===== config.mk =====
export PLATFORM = sky130hd
export DESIGN_NAME = ysyx_25030085_idu_flat
export DESIGN_NICKNAME = d
export VERILOG_FILES = /design/src/rtl/ysyx_25030085_pkg.sv /design/src/rtl/ysyx_25030085_idu_if.sv /design/src/rtl/ysyx_25030085_idu_dec.sv /design/src/rtl/ysyx_25030085_idu.sv /design/src/flat_wrapper.sv
export SDC_FILE = /design/constraint.sdc
export NUM_CORES = 1
export LEC_CHECK = 0
export CAP_MARGIN = 30
export CORE_UTILIZATION = 45
export CTS_CLUSTER_DIAMETER = 150
export CTS_CLUSTER_SIZE = 30
export DETAILED_ROUTE_END_ITERATION = 8
export PLACE_DENSITY = 0.8
export SLEW_MARGIN = 20
export SYNTH_ARGS = -nofsm -noshare
export SYNTH_HDL_FRONTEND = slang
export SYNTH_SLANG_ARGS = --single-unit

===== constraint.sdc =====
create_clock -name clock -period 2.5 [get_ports clock]
set_clock_uncertainty 0.2 [all_clocks]
set_input_delay 0.25 -clock clock [delete_from_list [all_inputs] [get_ports clock]]
set_output_delay 0.25 -clock clock [all_outputs]
set_load 0.05 [all_outputs]

===== src/rtl/ysyx_25030085_pkg.sv =====
// Shared decode constants for the ysyx_25030085 instruction decode unit.
// Latency: n/a (constants, field offsets, helper functions only).
// Backpressure: n/a.
// Ports: none. Optional RV32M decode is selected by YSYX_25030085_IDU_RV32M_EN in the decoder.
package ysyx_25030085_pkg;

  // Base opcodes (inst[6:0])
  localparam logic [6:0] OPC_LUI    = 7'h37;
  localparam logic [6:0] OPC_AUIPC  = 7'h17;
  localparam logic [6:0] OPC_JAL    = 7'h6F;
  localparam logic [6:0] OPC_JALR   = 7'h67;
  localparam logic [6:0] OPC_BRANCH = 7'h63;
  localparam logic [6:0] OPC_LOAD   = 7'h03;
  localparam logic [6:0] OPC_STORE  = 7'h23;
  localparam logic [6:0] OPC_OP_IMM = 7'h13;
  localparam logic [6:0] OPC_OP     = 7'h33;
  localparam logic [6:0] OPC_SYSTEM = 7'h73;

  // The only SYSTEM word this unit accepts.
  localparam logic [31:0] INST_EBREAK = 32'h0010_0073;

  // ALU opcodes
  localparam logic [4:0] ALU_ADD      = 5'd0;
  localparam logic [4:0] ALU_SLL      = 5'd1;
  localparam logic [4:0] ALU_SLT      = 5'd2;
  localparam logic [4:0] ALU_SLTU     = 5'd3;
  localparam logic [4:0] ALU_XOR      = 5'd4;
  localparam logic [4:0] ALU_SRA      = 5'd5;
  localparam logic [4:0] ALU_SRL      = 5'd6;
  localparam logic [4:0] ALU_OR       = 5'd7;
  localparam logic [4:0] ALU_AND      = 5'd8;
  localparam logic [4:0] ALU_PCIMM    = 5'd9;
  localparam logic [4:0] ALU_SUB      = 5'd10;
  localparam logic [4:0] ALU_MUL_BASE = 5'd16;  // mul..remu = 16 + funct3

  // Write-back select
  localparam logic [1:0] WB_ALU = 2'd0;
  localparam logic [1:0] WB_MEM = 2'd1;
  localparam logic [1:0] WB_PC4 = 2'd2;
  localparam logic [1:0] WB_IMM = 2'd3;

  // Jump kind
  localparam logic [1:0] JMP_NONE = 2'b00;
  localparam logic [1:0] JMP_JAL  = 2'b01;
  localparam logic [1:0] JMP_JALR = 2'b10;

  // out_ctrl layout: alu_op occupies [ALUOP_W-1:0]; every other field sits
  // at ALUOP_W + offset below, giving
  // {mem_write, mem_read, mem_op, wb_sel, reg_write, is_branch, br_func, jump, alu_src, alu_op}.
  localparam int OFS_ALU_SRC   = 0;
  localparam int OFS_JUMP      = 1;   // 2 bits
  localparam int OFS_BR_FUNC   = 3;   // 3 bits
  localparam int OFS_IS_BRANCH = 6;
  localparam int OFS_REG_WRITE = 7;
  localparam int OFS_WB_SEL    = 8;   // 2 bits
  localparam int OFS_MEM_OP    = 10;  // 3 bits
  localparam int OFS_MEM_READ  = 13;
  localparam int OFS_MEM_WRITE = 14;
  localparam int CTRL_HI_W     = 15;

  localparam int ALUOP_W_DEF = 5;
  localparam int CTRL_W      = ALUOP_W_DEF + CTRL_HI_W;

  function automatic int ctrl_width(input int aluop_w);
    return aluop_w + CTRL_HI_W;
  endfunction

  // funct3 -> ALU op for the non-subtract, non-arithmetic-shift forms.
  function automatic logic [4:0] alu_from_funct3(input logic [2:0] f3);
    logic [4:0] op;
    case (f3)
      3'b000:  op = ALU_ADD;
      3'b001:  op = ALU_SLL;
      3'b010:  op = ALU_SLT;
      3'b011:  op = ALU_SLTU;
      3'b100:  op = ALU_XOR;
      3'b101:  op = ALU_SRL;
      3'b110:  op = ALU_OR;
      default: op = ALU_AND;
    endcase
    return op;
  endfunction

  typedef enum logic [0:0] {ST_RUN, ST_HALT} idu_state_e;

endpackage


===== src/rtl/ysyx_25030085_idu_if.sv =====
// Instruction-in / decoded-entry-out bundle of the decode unit.
// Latency: n/a (wires only).
// Backpressure: in_valid/in_ready upstream, out_valid/out_ready downstream.
// Ports: master = fetch/execute side driving instructions and out_ready;
//        slave  = the decode unit.
interface ysyx_25030085_idu_if #(
  parameter int XLEN   = 32,
  parameter int CTRL_W = ysyx_25030085_pkg::CTRL_W
);
  logic              in_valid;
  logic              in_ready;
  logic [31:0]       in_inst;
  logic [XLEN-1:0]   in_pc;
  logic              out_valid;
  logic              out_ready;
  logic [XLEN-1:0]   out_pc;
  logic [CTRL_W-1:0] out_ctrl;
  logic [XLEN-1:0]   out_imm;
  logic [4:0]        out_rd;
  logic [4:0]        out_rs1;
  logic [4:0]        out_rs2;
  logic              out_ebreak;
  logic              out_illegal;

  modport master (
    output in_valid, in_inst, in_pc, out_ready,
    input  in_ready, out_valid, out_pc, out_ctrl, out_imm,
           out_rd, out_rs1, out_rs2, out_ebreak, out_illegal
  );

  modport slave (
    input  in_valid, in_inst, in_pc, out_ready,
    output in_ready, out_valid, out_pc, out_ctrl, out_imm,
           out_rd, out_rs1, out_rs2, out_ebreak, out_illegal
  );
endinterface


===== src/rtl/ysyx_25030085_idu_dec.sv =====
// Combinational RV32I (optionally +M) instruction decoder.
// Latency: 0 cycles (pure combinational).
// Backpressure: none; the parent registers the result on accept.
// Ports: inst in; ctrl/imm/rd/rs1/rs2/ebreak/illegal out.
// Macro YSYX_25030085_IDU_RV32M_EN enables decode of OP funct7=0x01 (mul..remu).
module ysyx_25030085_idu_dec
  import ysyx_25030085_pkg::*;
#(
  parameter int XLEN    = 32,
  parameter int ALUOP_W = 5,
  localparam int CW     = ALUOP_W + CTRL_HI_W
) (
  input  logic [31:0]     inst,
  output logic [CW-1:0]   ctrl,
  output logic [XLEN-1:0] imm,
  output logic [4:0]      rd,
  output logic [4:0]      rs1,
  output logic [4:0]      rs2,
  output logic            ebreak,
  output logic            illegal
);

  logic [6:0] opcode;
  logic [2:0] funct3;
  logic [6:0] funct7;

  assign opcode = inst[6:0];
  assign funct3 = inst[14:12];
  assign funct7 = inst[31:25];
  assign rd     = inst[11:7];
  assign rs1    = inst[19:15];
  assign rs2    = inst[24:20];

  // Formed at 32 bits as signed so the XLEN cast sign-extends for RV64.
  logic signed [31:0] imm_i, imm_s, imm_b, imm_u, imm_j;
  logic [XLEN-1:0]    imm_sh;

  assign imm_i  = {{20{inst[31]}}, inst[31:20]};
  assign imm_s  = {{20{inst[31]}}, inst[31:25], inst[11:7]};
  assign imm_b  = {{19{inst[31]}}, inst[31], inst[7], inst[30:25], inst[11:8], 1'b0};
  assign imm_u  = {inst[31:12], 12'b0};
  assign imm_j  = {{11{inst[31]}}, inst[31], inst[19:12], inst[20], inst[30:21], 1'b0};
  assign imm_sh = (XLEN == 64) ? XLEN'(inst[25:20]) : XLEN'(inst[24:20]);

  logic       mem_write, mem_read, reg_write, is_branch, alu_src;
  logic [2:0] mem_op, br_func;
  logic [1:0] wb_sel, jump;
  logic [4:0] alu_code;

  always_comb begin
    mem_write = 1'b0;
    mem_read  = 1'b0;
    mem_op    = 3'd0;
    wb_sel    = WB_ALU;
    reg_write = 1'b0;
    is_branch = 1'b0;
    br_func   = 3'd0;
    jump      = JMP_NONE;
    alu_src   = 1'b0;
    alu_code  = ALU_ADD;
    imm       = '0;
    ebreak    = 1'b0;
    illegal   = 1'b0;

    case (opcode)
      OPC_LUI: begin
        reg_write = 1'b1;
        wb_sel    = WB_IMM;
        alu_src   = 1'b1;
        imm       = XLEN'(imm_u);
      end
      OPC_AUIPC: begin
        reg_write = 1'b1;
        alu_src   = 1'b1;
        alu_code  = ALU_PCIMM;
        imm       = XLEN'(imm_u);
      end
      OPC_JAL: begin
        reg_write = 1'b1;
        wb_sel    = WB_PC4;
        jump      = JMP_JAL;
        alu_src   = 1'b1;
        alu_code  = ALU_PCIMM;
        imm       = XLEN'(imm_j);
      end
      OPC_JALR: begin
        illegal   = (funct3 != 3'd0);
        reg_write = 1'b1;
        wb_sel    = WB_PC4;
        jump      = JMP_JALR;
        alu_src   = 1'b1;
        imm       = XLEN'(imm_i);
      end
      OPC_BRANCH: begin
        illegal   = (funct3[2:1] == 2'b01);  // funct3 2 and 3 are unused
        is_branch = 1'b1;
        br_func   = funct3;
        alu_src   = 1'b1;
        alu_code  = ALU_PCIMM;
        imm       = XLEN'(imm_b);
      end
      OPC_LOAD: begin
        illegal   = (funct3 == 3'd3) || (funct3[2:1] == 2'b11);
        mem_read  = 1'b1;
        mem_op    = funct3;
        wb_sel    = WB_MEM;
        reg_write = 1'b1;
        alu_src   = 1'b1;
        imm       = XLEN'(imm_i);
      end
      OPC_STORE: begin
        illegal   = (funct3 > 3'd2);
        mem_write = 1'b1;
        mem_op    = funct3;
        alu_src   = 1'b1;
        imm       = XLEN'(imm_s);
      end
      OPC_OP_IMM: begin
        reg_write = 1'b1;
        alu_src   = 1'b1;
        imm       = XLEN'(imm_i);
        alu_code  = alu_from_funct3(funct3);
        if (funct3 == 3'b001) begin
          imm = imm_sh;
        end else if (funct3 == 3'b101) begin
          imm      = imm_sh;
          alu_code = inst[30] ? ALU_SRA : ALU_SRL;
        end
      end
      OPC_OP: begin
        reg_write = 1'b1;
        if (funct7 == 7'h00) begin
          alu_code = alu_from_funct3(funct3);
        end else if (funct7 == 7'h20) begin
          if (funct3 == 3'b000)      alu_code = ALU_SUB;
          else if (funct3 == 3'b101) alu_code = ALU_SRA;
          else                       illegal  = 1'b1;
`ifdef YSYX_25030085_IDU_RV32M_EN
        end else if (funct7 == 7'h01) begin
          alu_code = ALU_MUL_BASE + {2'b00, funct3};
`endif
        end else begin
          illegal = 1'b1;
        end
      end
      OPC_SYSTEM: begin
        if (inst == INST_EBREAK) ebreak  = 1'b1;
        else                     illegal = 1'b1;
      end
      default: illegal = 1'b1;
    endcase

    // Entries that end execution must not cause any architectural side effect.
    if (illegal || ebreak) begin
      reg_write = 1'b0;
      mem_write = 1'b0;
      mem_read  = 1'b0;
      is_branch = 1'b0;
      jump      = JMP_NONE;
    end
  end

  always_comb begin
    ctrl                              = '0;
    ctrl[ALUOP_W-1:0]                 = ALUOP_W'(alu_code);
    ctrl[ALUOP_W+OFS_ALU_SRC]         = alu_src;
    ctrl[ALUOP_W+OFS_JUMP +: 2]       = jump;
    ctrl[ALUOP_W+OFS_BR_FUNC +: 3]    = br_func;
    ctrl[ALUOP_W+OFS_IS_BRANCH]       = is_branch;
    ctrl[ALUOP_W+OFS_REG_WRITE]       = reg_write;
    ctrl[ALUOP_W+OFS_WB_SEL +: 2]     = wb_sel;
    ctrl[ALUOP_W+OFS_MEM_OP +: 3]     = mem_op;
    ctrl[ALUOP_W+OFS_MEM_READ]        = mem_read;
    ctrl[ALUOP_W+OFS_MEM_WRITE]       = mem_write;
  end

endmodule


===== src/rtl/ysyx_25030085_idu.sv =====
// Instruction decode unit: one-entry output register around the decoder, halts on ebreak/illegal.
// Latency: 1 cycle from accept to out_valid; full throughput when out_ready stays high.
// Backpressure: in_ready drops while the held entry is stalled, during flush, and forever once halted.
// Ports: clock, reset (sync, active-high), flush, io (slave side of ysyx_25030085_idu_if),
//        out_dec_cnt (accepted-instruction count, wraps at 2^32).
// Macro YSYX_25030085_IDU_RV32M_EN (in the decoder) enables mul..remu decode.
module ysyx_25030085_idu
  import ysyx_25030085_pkg::*;
#(
  parameter int XLEN    = 32,
  parameter int ALUOP_W = 5
) (
  input  logic              clock,
  input  logic              reset,
  input  logic              flush,
  ysyx_25030085_idu_if.slave io,
  output logic [31:0]       out_dec_cnt
);

  localparam int CW = ctrl_width(ALUOP_W);

  idu_state_e      state_q;
  logic            valid_q;
  logic [XLEN-1:0] pc_q;
  logic [CW-1:0]   ctrl_q;
  logic [XLEN-1:0] imm_q;
  logic [4:0]      rd_q, rs1_q, rs2_q;
  logic            ebreak_q, illegal_q;

  logic [CW-1:0]   dec_ctrl;
  logic [XLEN-1:0] dec_imm;
  logic [4:0]      dec_rd, dec_rs1, dec_rs2;
  logic            dec_ebreak, dec_illegal;
  logic            in_ready, accept;

  ysyx_25030085_idu_dec #(
    .XLEN    (XLEN),
    .ALUOP_W (ALUOP_W)
  ) u_dec (
    .inst    (io.in_inst),
    .ctrl    (dec_ctrl),
    .imm     (dec_imm),
    .rd      (dec_rd),
    .rs1     (dec_rs1),
    .rs2     (dec_rs2),
    .ebreak  (dec_ebreak),
    .illegal (dec_illegal)
  );

  assign in_ready = (state_q == ST_RUN) && !flush && (!valid_q || io.out_ready);
  assign accept   = io.in_valid && in_ready;

  always_ff @(posedge clock) begin
    if (reset) begin
      state_q     <= ST_RUN;
      valid_q     <= 1'b0;
      pc_q        <= '0;
      ctrl_q      <= '0;
      imm_q       <= '0;
      rd_q        <= '0;
      rs1_q       <= '0;
      rs2_q       <= '0;
      ebreak_q    <= 1'b0;
      illegal_q   <= 1'b0;
      out_dec_cnt <= '0;
    end else if (flush) begin
      // Flush drops the held entry only; a halted unit stays halted.
      valid_q <= 1'b0;
    end else if (accept) begin
      valid_q     <= 1'b1;
      pc_q        <= io.in_pc;
      ctrl_q      <= dec_ctrl;
      imm_q       <= dec_imm;
      rd_q        <= dec_rd;
      rs1_q       <= dec_rs1;
      rs2_q       <= dec_rs2;
      ebreak_q    <= dec_ebreak;
      illegal_q   <= dec_illegal;
      out_dec_cnt <= out_dec_cnt + 32'd1;
      if (dec_ebreak || dec_illegal) state_q <= ST_HALT;
    end else if (valid_q && io.out_ready) begin
      valid_q <= 1'b0;
    end
  end

  assign io.in_ready    = in_ready;
  assign io.out_valid   = valid_q;
  assign io.out_pc      = pc_q;
  assign io.out_ctrl    = ctrl_q;
  assign io.out_imm     = imm_q;
  assign io.out_rd      = rd_q;
  assign io.out_rs1     = rs1_q;
  assign io.out_rs2     = rs2_q;
  assign io.out_ebreak  = ebreak_q;
  assign io.out_illegal = illegal_q;

endmodule


===== src/flat_wrapper.sv =====
// flat-port wrapper written by rule: the top's interface ports become plain ports
module ysyx_25030085_idu_flat import ysyx_25030085_pkg::*;
#(
  parameter int XLEN    = 32,
  parameter int ALUOP_W = 5
)
  (clock, reset, flush, out_dec_cnt, io_in_valid, io_in_inst, io_in_pc, io_out_ready, io_in_ready, io_out_valid, io_out_pc, io_out_ctrl, io_out_imm, io_out_rd, io_out_rs1, io_out_rs2, io_out_ebreak, io_out_illegal);
  ysyx_25030085_idu_if #(.XLEN(XLEN), .CTRL_W(20)) io_i ();
  input  logic clock;
  input  logic reset;
  input  logic flush;
  output logic [31:0] out_dec_cnt;
  input wire logic [$bits(io_i.in_valid)-1:0] io_in_valid;
  input wire logic [$bits(io_i.in_inst)-1:0] io_in_inst;
  input wire logic [$bits(io_i.in_pc)-1:0] io_in_pc;
  input wire logic [$bits(io_i.out_ready)-1:0] io_out_ready;
  output wire logic [$bits(io_i.in_ready)-1:0] io_in_ready;
  output wire logic [$bits(io_i.out_valid)-1:0] io_out_valid;
  output wire logic [$bits(io_i.out_pc)-1:0] io_out_pc;
  output wire logic [$bits(io_i.out_ctrl)-1:0] io_out_ctrl;
  output wire logic [$bits(io_i.out_imm)-1:0] io_out_imm;
  output wire logic [$bits(io_i.out_rd)-1:0] io_out_rd;
  output wire logic [$bits(io_i.out_rs1)-1:0] io_out_rs1;
  output wire logic [$bits(io_i.out_rs2)-1:0] io_out_rs2;
  output wire logic [$bits(io_i.out_ebreak)-1:0] io_out_ebreak;
  output wire logic [$bits(io_i.out_illegal)-1:0] io_out_illegal;
  assign io_i.in_valid = io_in_valid;
  assign io_i.in_inst = io_in_inst;
  assign io_i.in_pc = io_in_pc;
  assign io_i.out_ready = io_out_ready;
  assign io_in_ready = io_i.in_ready;
  assign io_out_valid = io_i.out_valid;
  assign io_out_pc = io_i.out_pc;
  assign io_out_ctrl = io_i.out_ctrl;
  assign io_out_imm = io_i.out_imm;
  assign io_out_rd = io_i.out_rd;
  assign io_out_rs1 = io_i.out_rs1;
  assign io_out_rs2 = io_i.out_rs2;
  assign io_out_ebreak = io_i.out_ebreak;
  assign io_out_illegal = io_i.out_illegal;
  ysyx_25030085_idu #(.XLEN(XLEN), .ALUOP_W(ALUOP_W)) u_core (.clock(clock), .reset(reset), .flush(flush), .io(io_i), .out_dec_cnt(out_dec_cnt));
endmodule

# == Word-level counts from Yosys, hierarchy flattened ==
# Index checks and enable logic that the tools add are counted.
# classes
bitwise_logic,2
addsub,1
magnitude_cmp,1
n_reduce_logical,24
muxes,37
eq_ne,20
# ops
cell,n
$pmux W32 S6,1
$mux W32,2
$add A32 B1 Y32 const B,1
$eq A32 B21 Y1 const B,1
$eq A7 B6 Y1 const B,4
$eq A7 B7 Y1 const B,4
$pmux W4 S7,1
$pmux W4 S6,1
$mux W1,18
$mux W5,3
$pmux W5 S3,1
$eq A7 B5 Y1 const B,2
$reduce_or A2 Y1,5
$eq A3 B3 Y1 const B,3
$mux W3,3
$mux W4,2
$reduce_or A8 Y1,1
$eq A7 B2 Y1 const B,1
$logic_not A7 Y1,1
$pmux W1 S7,1
$reduce_or A7 Y1,1
$eq A3 B2 Y1 const B,2
$pmux W2 S3,1
$logic_and A1 B1 Y1,4
other kinds (16),21
# word_totals
reg_bits,135
input_bits,69
wordCells,96

# == Longest topological paths before layout ==
# Gate-level depths: netlist of run 1.
# depth
depth_word,8
mapped_depth,7

# == Cells and area by module ==
# A second synthesis of run 1 with hierarchy kept.
# hier_totals
cells_unflattened,824
hier_area_um2,6207.2
# by_module_without_submodules
module,n_inst,area_per_inst_um2,cells_per_inst
ysyx_25030085_idu,1,5018.6,631
ysyx_25030085_idu_dec,1,1188.6,193

# == Least setup slack after synthesis of run 1 ==
# OpenSTA, ideal clock, no wires.
# synth_path
path_type,flip-flop to flip-flop
startpoint,register u_core.out_dec_cnt[3]
endpoint,register u_core.out_dec_cnt[31]
stages_incl_launch_ff,6
slack_ps,-87
t_arrival_ps,2317
period_less_slack_ps,2587
cell_sequence,dfxtp_1 and4_4 nand4_4 or4_4 or4_1 a21oi_1
# synth_via
elab_chain_cells,1
# synth_rtl
element,line,text
"start, declared",ysyx_25030085_idu.sv:17,output logic [31:0] out_dec_cnt
"start signal, assigned",ysyx_25030085_idu.sv:79,out_dec_cnt <= out_dec_cnt + 32'd1;
$add A32 B1 Y32,ysyx_25030085_idu.sv:79,
# No other way between the ends.
# A chain may end at the register's enable or synchronous reset.

# == Worst setup path after layout of run 1 ==
# Ends and elaborated chain as after synthesis.

==> flow_metrics.py, run 1 <==
metrics = {
    "status": {
        "status": "complete, no violations",
    },
    "sta": {
        "relSlewSlack": 0.5253,
        "slew_viol_final": 0,
        "min_period_over_period": 0.9539,
        "finalHoldViolCount": 0,
        "worst_pin_slew_ns": 0.7120,
        "rsz0062_at_grt": "no",
        "fmax_mhz": 419.3,
        "fin_crit_ns": 2.385,
        "setup-violations-final": 0,
    },
    "floorplanning": {
        "row_count": 40,
        "fp.dieH_um": 114.4,
        "dieArea_sq_um": 13080,
        "coreArea_sq_um": 12160,
        "start_util": 0.4673,
        "pin_count": 204,
        "die_x_um": 114.4,
    },
    "cells_and_area": {
        "final_cell_mix": "clkdlybuf4s50_1, nand2_1, dfxtp_1",
        "nNetsFinal": 998,
        "drive_gt1_frac": 0.1254,
        "antenna-diode-count": 0,
        "final_common_cell": "clkdlybuf4s50_1",
        "area_growth_pct": 55.79,
        "design_area_sq_um": 8853,
    },
    "worst_setup_path": {
        "worst_setup_path_end_kind": "register",
        "start_kind": "register",
        "crit_arrival_ns": 2.51,
        "critPathKind": "register to register",
        "cp_max_fo": 15,
        "required_ns": 2.63,
    },
    "global_route": {
        "antenna_found_initial": 0,
        "grtUsageTotal": 0.2922,
        "grt_max_degree": 70,
        "grt_pass1_wl_um": 29930,
        "grt_pass1_vias": 6115,
        "gr-total-overflow": 0,
    },
    "drt": {
        "drt_first_iter_violations": 461,
        "vias_per_cell": 5.601,
        "ant_nets": 0,
        "drc_errors": 0,
        "routed_wl_um": 19070,
        "post_drt_wl_per_cell_um": 17.20,
        "routed-via-count": 6212,
        "firstDrtPassIters": 5,
    },
    "logic_synthesis": {
        "synth_top_area_frac": 0.4720,
        "ys_ff_latch": 134,
        "synth_ff_type": "dfxtp_1",
        "synth_top_cell_by_area": "dfxtp_1",
        "ys_async_sr_fraction": 0,
        "synth_edf_count": 0,
        "synth_area_sq_um": 5683,
        "ys_seq_area_frac": 0.4720,
        "syn_nets": 760,
        "ys_top_cells_by_area": "dfxtp_1, nand2_1, a21oi_1",
        "syn_area_per_cell_sq_um": 8.236,
        "synth_cell_types": 64,
        "synth_cells": 690,
        "yosysWarningCount": 0,
    },
    "cts": {
        "htree_num_levels": 4,
        "cts_tree": "yes",
        "clk_pin_slew_ns": 0.06,
        "hold_buffers": 0,
        "clk_latency_ns": 0.41,
        "root_buffer": "clkbuf_16",
        "cts_buffer_depth": 2,
        "postCtsSetupBuffers": 0,
        "cts_buffers": 17,
        "clock_sinks": 134,
        "cts_resized": 0,
    },
    "pwr": {
        "clkPwrFrac": 0.457,
        "switching_share": 0.2487,
        "power_density_nw_per_um2": 611.5,
        "irDropWorstVdd_uv": 478.2,
        "p_seq_frac": 0.409,
        "total_leakage_power_nw": 3.122,
        "power.switching_mw": 1.346,
        "power.total_mw": 5.414,
        "intPower_mw": 4.067,
        "p_comb_frac": 0.134,
    },
    "worst_hold_path": {
        "hold_class": "input port to register",
    },
    "placed_design": {
        "dpl.hpwl_um": 13460,
        "place_area_sq_um": 8257,
        "finalWeightedCongestion": 0.9172,
        "portBuffers": 202,
    },
    "run": {
        "maxCapViolCount": 0,
    },
}
-- metrics by stage --
stage	hold slack (ns)	worst slack [ns]	cells	utilization	setup TNS [ns]
5_1_grt	0.04359	0.02195	1109	0.7280	0
6_report	0.03590	0.1153	1109	0.7280	0
4_1_cts	0.01828	0.1223	1109	0.7280	0
3_5_place_dp	0.2473	-0.2320	1077	0.6789	-4.438
2_1_floorplan	0.1285	0.004342	690	-	0
3_3_place_gp	0.2418	-0.1284	1077	0.6789	-1.204
-- sequential cells by signal, summed over array words and instances, names as in the netlist --
name and cells:
u_core.io.out_illegal 1, u_core.io.out_ebreak 1, u_core.io.out_rs1 5, u_core.out_dec_cnt 32, u_core.io.out_ctrl 19, u_core.io.out_rd 5, u_core.io.out_pc 32, u_core.state_q 1
u_core.io.out_valid 1, u_core.io.out_imm 32, u_core.io.out_rs2 5
-- per-layer routing --
metal  share of wire  global-route usage
met4           0.027              0.1351
met2            0.50              0.5046
met1            0.40              0.3317
met3           0.072             0.08629
met5               0                   0
-- cell usage after synthesis (3+ instances only) --
library cell,instances
a21oi_1,101
a221o_1,8
a221oi_1,4
a22o_1,12
a22oi_1,6
a32o_1,3
and2_1,6
and3_1,3
and4_1,4
buf_1,3
buf_2,4
clkbuf_1,38
dfxtp_1,134
inv_1,12
nand2_1,142
nand2b_1,4
nand3_1,9
nand4_1,11
nand4b_1,3
nor2_1,42
nor2b_1,4
nor3_1,10
nor3b_1,3
nor4_1,5
o21ai_0,36
o31ai_1,7
or3_1,15
or4_1,6
xnor2_1,9
xor2_1,6
-- power groups by stage --
stage / clock [mW] / combinational, mW / sequential [mW]
global placement: 0 / 0.709 / 2.25
CTS: 2.50 / 0.724 / 2.21
detailed placement: 0 / 0.719 / 2.26
global route: 2.59 / 0.767 / 2.22
finish: 2.47 / 0.727 / 2.21
floorplan: 0 / 0.207 / 2.42
-- final cells by class --
cell class	instances	area [sq um]
Clock inverter	8	95.09
Multi-Input combinational cell	497	2778
Sequential cell	134	2689
Clock buffer	24	501.7
Timing Repair Buffer	266	2535
Inverter	12	45.04
Fill cell	943	3308
Tap cell	168	210.2
-- worst paths after layout --
kind,slack [ns],from,depth (start not counted),endpoint
worst max-delay path,0.12,u_core.out_dec_cnt[3],5,u_core.out_dec_cnt[31]
worst min register to register,0.25,u_core.io.out_rs1[1],2,u_core.io.out_rs1[1]
worst min-delay path,0.04,reset,2,u_core.out_dec_cnt[15]
worst max register to register,0.12,u_core.out_dec_cnt[3],5,u_core.out_dec_cnt[31]
-- critical path, stage by stage (launching register included) --
cell and delay [ns]:
dfxtp_2 0.38, and4_4 0.27, nand4_4 0.15, or4_4 0.62, or4_1 0.50, a21oi_1 0.19
-- kinds of logic (layout without fill, tap and decap cells) --
group                      after synthesis  after routing  share of synthesized area
AOI/OAI and AO/OA                      200            200                     0.2226
xor gates and xnor gates                15             15                    0.02312
adders and majority gates                1              1                   0.002201
buffers and inverters                   59            310                    0.04073
DFF                                    134            134                     0.4720
muxes                                    1              1                   0.001761
other                                    1              1                  0.0006599
and+or+nand+nor                        279            279                     0.2369
Note: power is estimated with default switching activity, not from simulation.
==> run 2: changes to the inputs <==
- RECOVER_POWER: unset -> 100
- REMOVE_ABC_BUFFERS: unset -> 1
==> run 2 against run 1 <==
Effect of this change: sequential share of layout area down 0.22 points; largest cell class unchanged; critical path type unchanged; routed wire length is 2.7% lower; critical path depth increased by 1; sequential cell count is the same.
==> flow_metrics.py, run 2 (same netlist as run 1, synthesis figures left out) <==
metrics = {
    "status": {
        "status": "complete, no violations",
    },
    "worst_setup_path": {
        "required_ns": 2.65,
        "worstPathCellList": "and4_4, nand4_4, or4_4, buf_4, or3_1, a21oi_1",
        "start_kind": "register",
        "reg2reg_slack_ns": 0.09,
        "cp_max_fo": 10,
        "cp_num_buf_inv": 1,
        "critPathKind": "register to register",
        "crit_path_top_delay_cell": "or4_4",
        "max_stage_delay_ns": 0.59,
        "crit_arrival_ns": 2.56,
        "critical-path-top-delay-family": "simple AND/OR/NAND/NOR gates",
        "worst_setup_path_end_kind": "register",
    },
    "sta": {
        "fin_crit_ns": 2.408,
        "min_period_over_period": 0.9632,
        "finalHoldViolCount": 0,
        "slew_viol_final": 0,
        "worst_slack_ns": 0.09197,
        "worst_pin_slew_ns": 0.6938,
        "rsz0062_at_grt": "no",
        "fmax_mhz": 415.3,
        "relSlewSlack": 0.5375,
        "setup-violations-final": 0,
    },
    "placed_design": {
        "pre_cts_slack_ns": -0.2221,
        "dpl.hpwl_um": 13710,
        "place_area_sq_um": 8335,
        "finalWeightedCongestion": 0.8797,
        "portBuffers": 202,
        "dp.cells": 1090,
    },
    "floorplanning": {
        "die_x_um": 114.4,
        "row_count": 40,
        "dieArea_sq_um": 13080,
        "start_util": 0.4673,
        "fp.dieH_um": 114.4,
        "coreArea_sq_um": 12160,
        "pin_count": 204,
    },
    "cells_and_area": {
        "final_cells": 1121,
        "final_common_cell": "nand2_1",
        "antenna-diode-count": 0,
        "area_growth_pct": 56.58,
        "fillers": 961,
        "final_cell_mix": "nand2_1, dlygate4sd3_1, dfxtp_1",
        "drive_gt1_frac": 0.1165,
        "multi_input_area_sq_um": 2758,
        "design_area_sq_um": 8899,
        "nNetsFinal": 1011,
        "register_area_sq_um": 2683,
    },
    "worst_hold_path": {
        "hold_class": "input port to register",
    },
    "pwr": {
        "total_leakage_power_nw": 3.591,
        "power_density_nw_per_um2": 631.0,
        "power.total_mw": 5.615,
        "irDropWorstVdd_uv": 461.1,
    },
    "run": {
        "maxCapViolCount": 0,
    },
    "cts": {
        "hold_buffers": 0,
        "cts_resized": 0,
        "clock_sinks": 134,
        "clk_latency_ns": 0.42,
        "htree_num_levels": 4,
        "root_buffer": "clkbuf_16",
        "cts_buffer_depth": 2,
        "clk_pin_slew_ns": 0.06,
        "cts_buffers": 17,
        "postCtsSetupBuffers": 0,
        "cts_tree": "yes",
    },
    "drt": {
        "routed_wl_um": 18560,
        "firstDrtPassIters": 5,
        "drt_first_iter_violations": 489,
        "ant_nets": 0,
        "drc_errors": 0,
        "routed-via-count": 6167,
        "vias_per_cell": 5.501,
        "post_drt_wl_per_cell_um": 16.55,
    },
    "global_route": {
        "antenna_found_initial": 0,
        "grt_pass1_wl_um": 29520,
        "grtUsageTotal": 0.2899,
        "gr-total-overflow": 0,
        "grt_max_degree": 66,
        "grt_pass1_vias": 5965,
    },
}
run 2: changes by cell type in the layout (fill, tap and decap cells not counted), sizes merged:
cell           before  now
bufinv              2    4
clkbuf             24   43
clkdlybuf4s50     200   66
dlygate4sd3         0  134
clkinv              4    2
buf                66   60
clkinvlp            2    1
run 2: final cells by class:
cell class	instances	share of cell area
sequential	134	0.3015
clock buffer	24	0.05638
inverter	12	0.005062
timing repair buffer	279	0.2877
tap	168	0.02362
multi-input combinational	497	0.3099
clock inverter	7	0.01589
run 2: power by group:
group / switching, mW / internal [mW]
Sequential: 0.0248 / 2.19
Clock: 0.909 / 1.80
Combinational: 0.431 / 0.268
run 2: path summary, 6_finish.rpt:
path | startpoint | end | cells after the start
worst min register to register | u_core.io.out_pc[7] | u_core.io.out_pc[7] | 2
worst max-delay path | u_core.out_dec_cnt[3] | u_core.out_dec_cnt[19] | 6
worst min-delay path | reset | u_core.io.out_ctrl[14] | 4
worst max register to register | u_core.out_dec_cnt[3] | u_core.out_dec_cnt[19] | 6
run 2: routing by layer:
| metal | routed length, um | track usage |
|---|---|---|
| met2 | 9040 | 0.4905 |
| met1 | 7831 | 0.3402 |
| met4 | 340 | 0.1126 |
| met5 | 0 | 0 |
| met3 | 1344 | 0.09476 |
run 2: worst register-to-register path, stage by stage, from the launching register on:
cell and delay [ns]:
dfxtp_1 0.44, and4_4 0.31, nand4_4 0.16, or4_4 0.59
buf_4 0.19, or3_1 0.31, a21oi_1 0.15
run 2: metrics by stage:
| stage | setup TNS, ns | util | hold slack [ns] |
|---|---|---|---|
| floorplan | -47.79 | - | 0.1191 |
| global placement | -0.8557 | 0.6854 | 0.2368 |
| detailed placement | -3.227 | 0.6854 | 0.2479 |
| CTS | 0 | 0.7383 | 0.1080 |
| global route | 0 | 0.7317 | 0.1473 |
| finish | 0 | 0.7317 | 0.1123 |
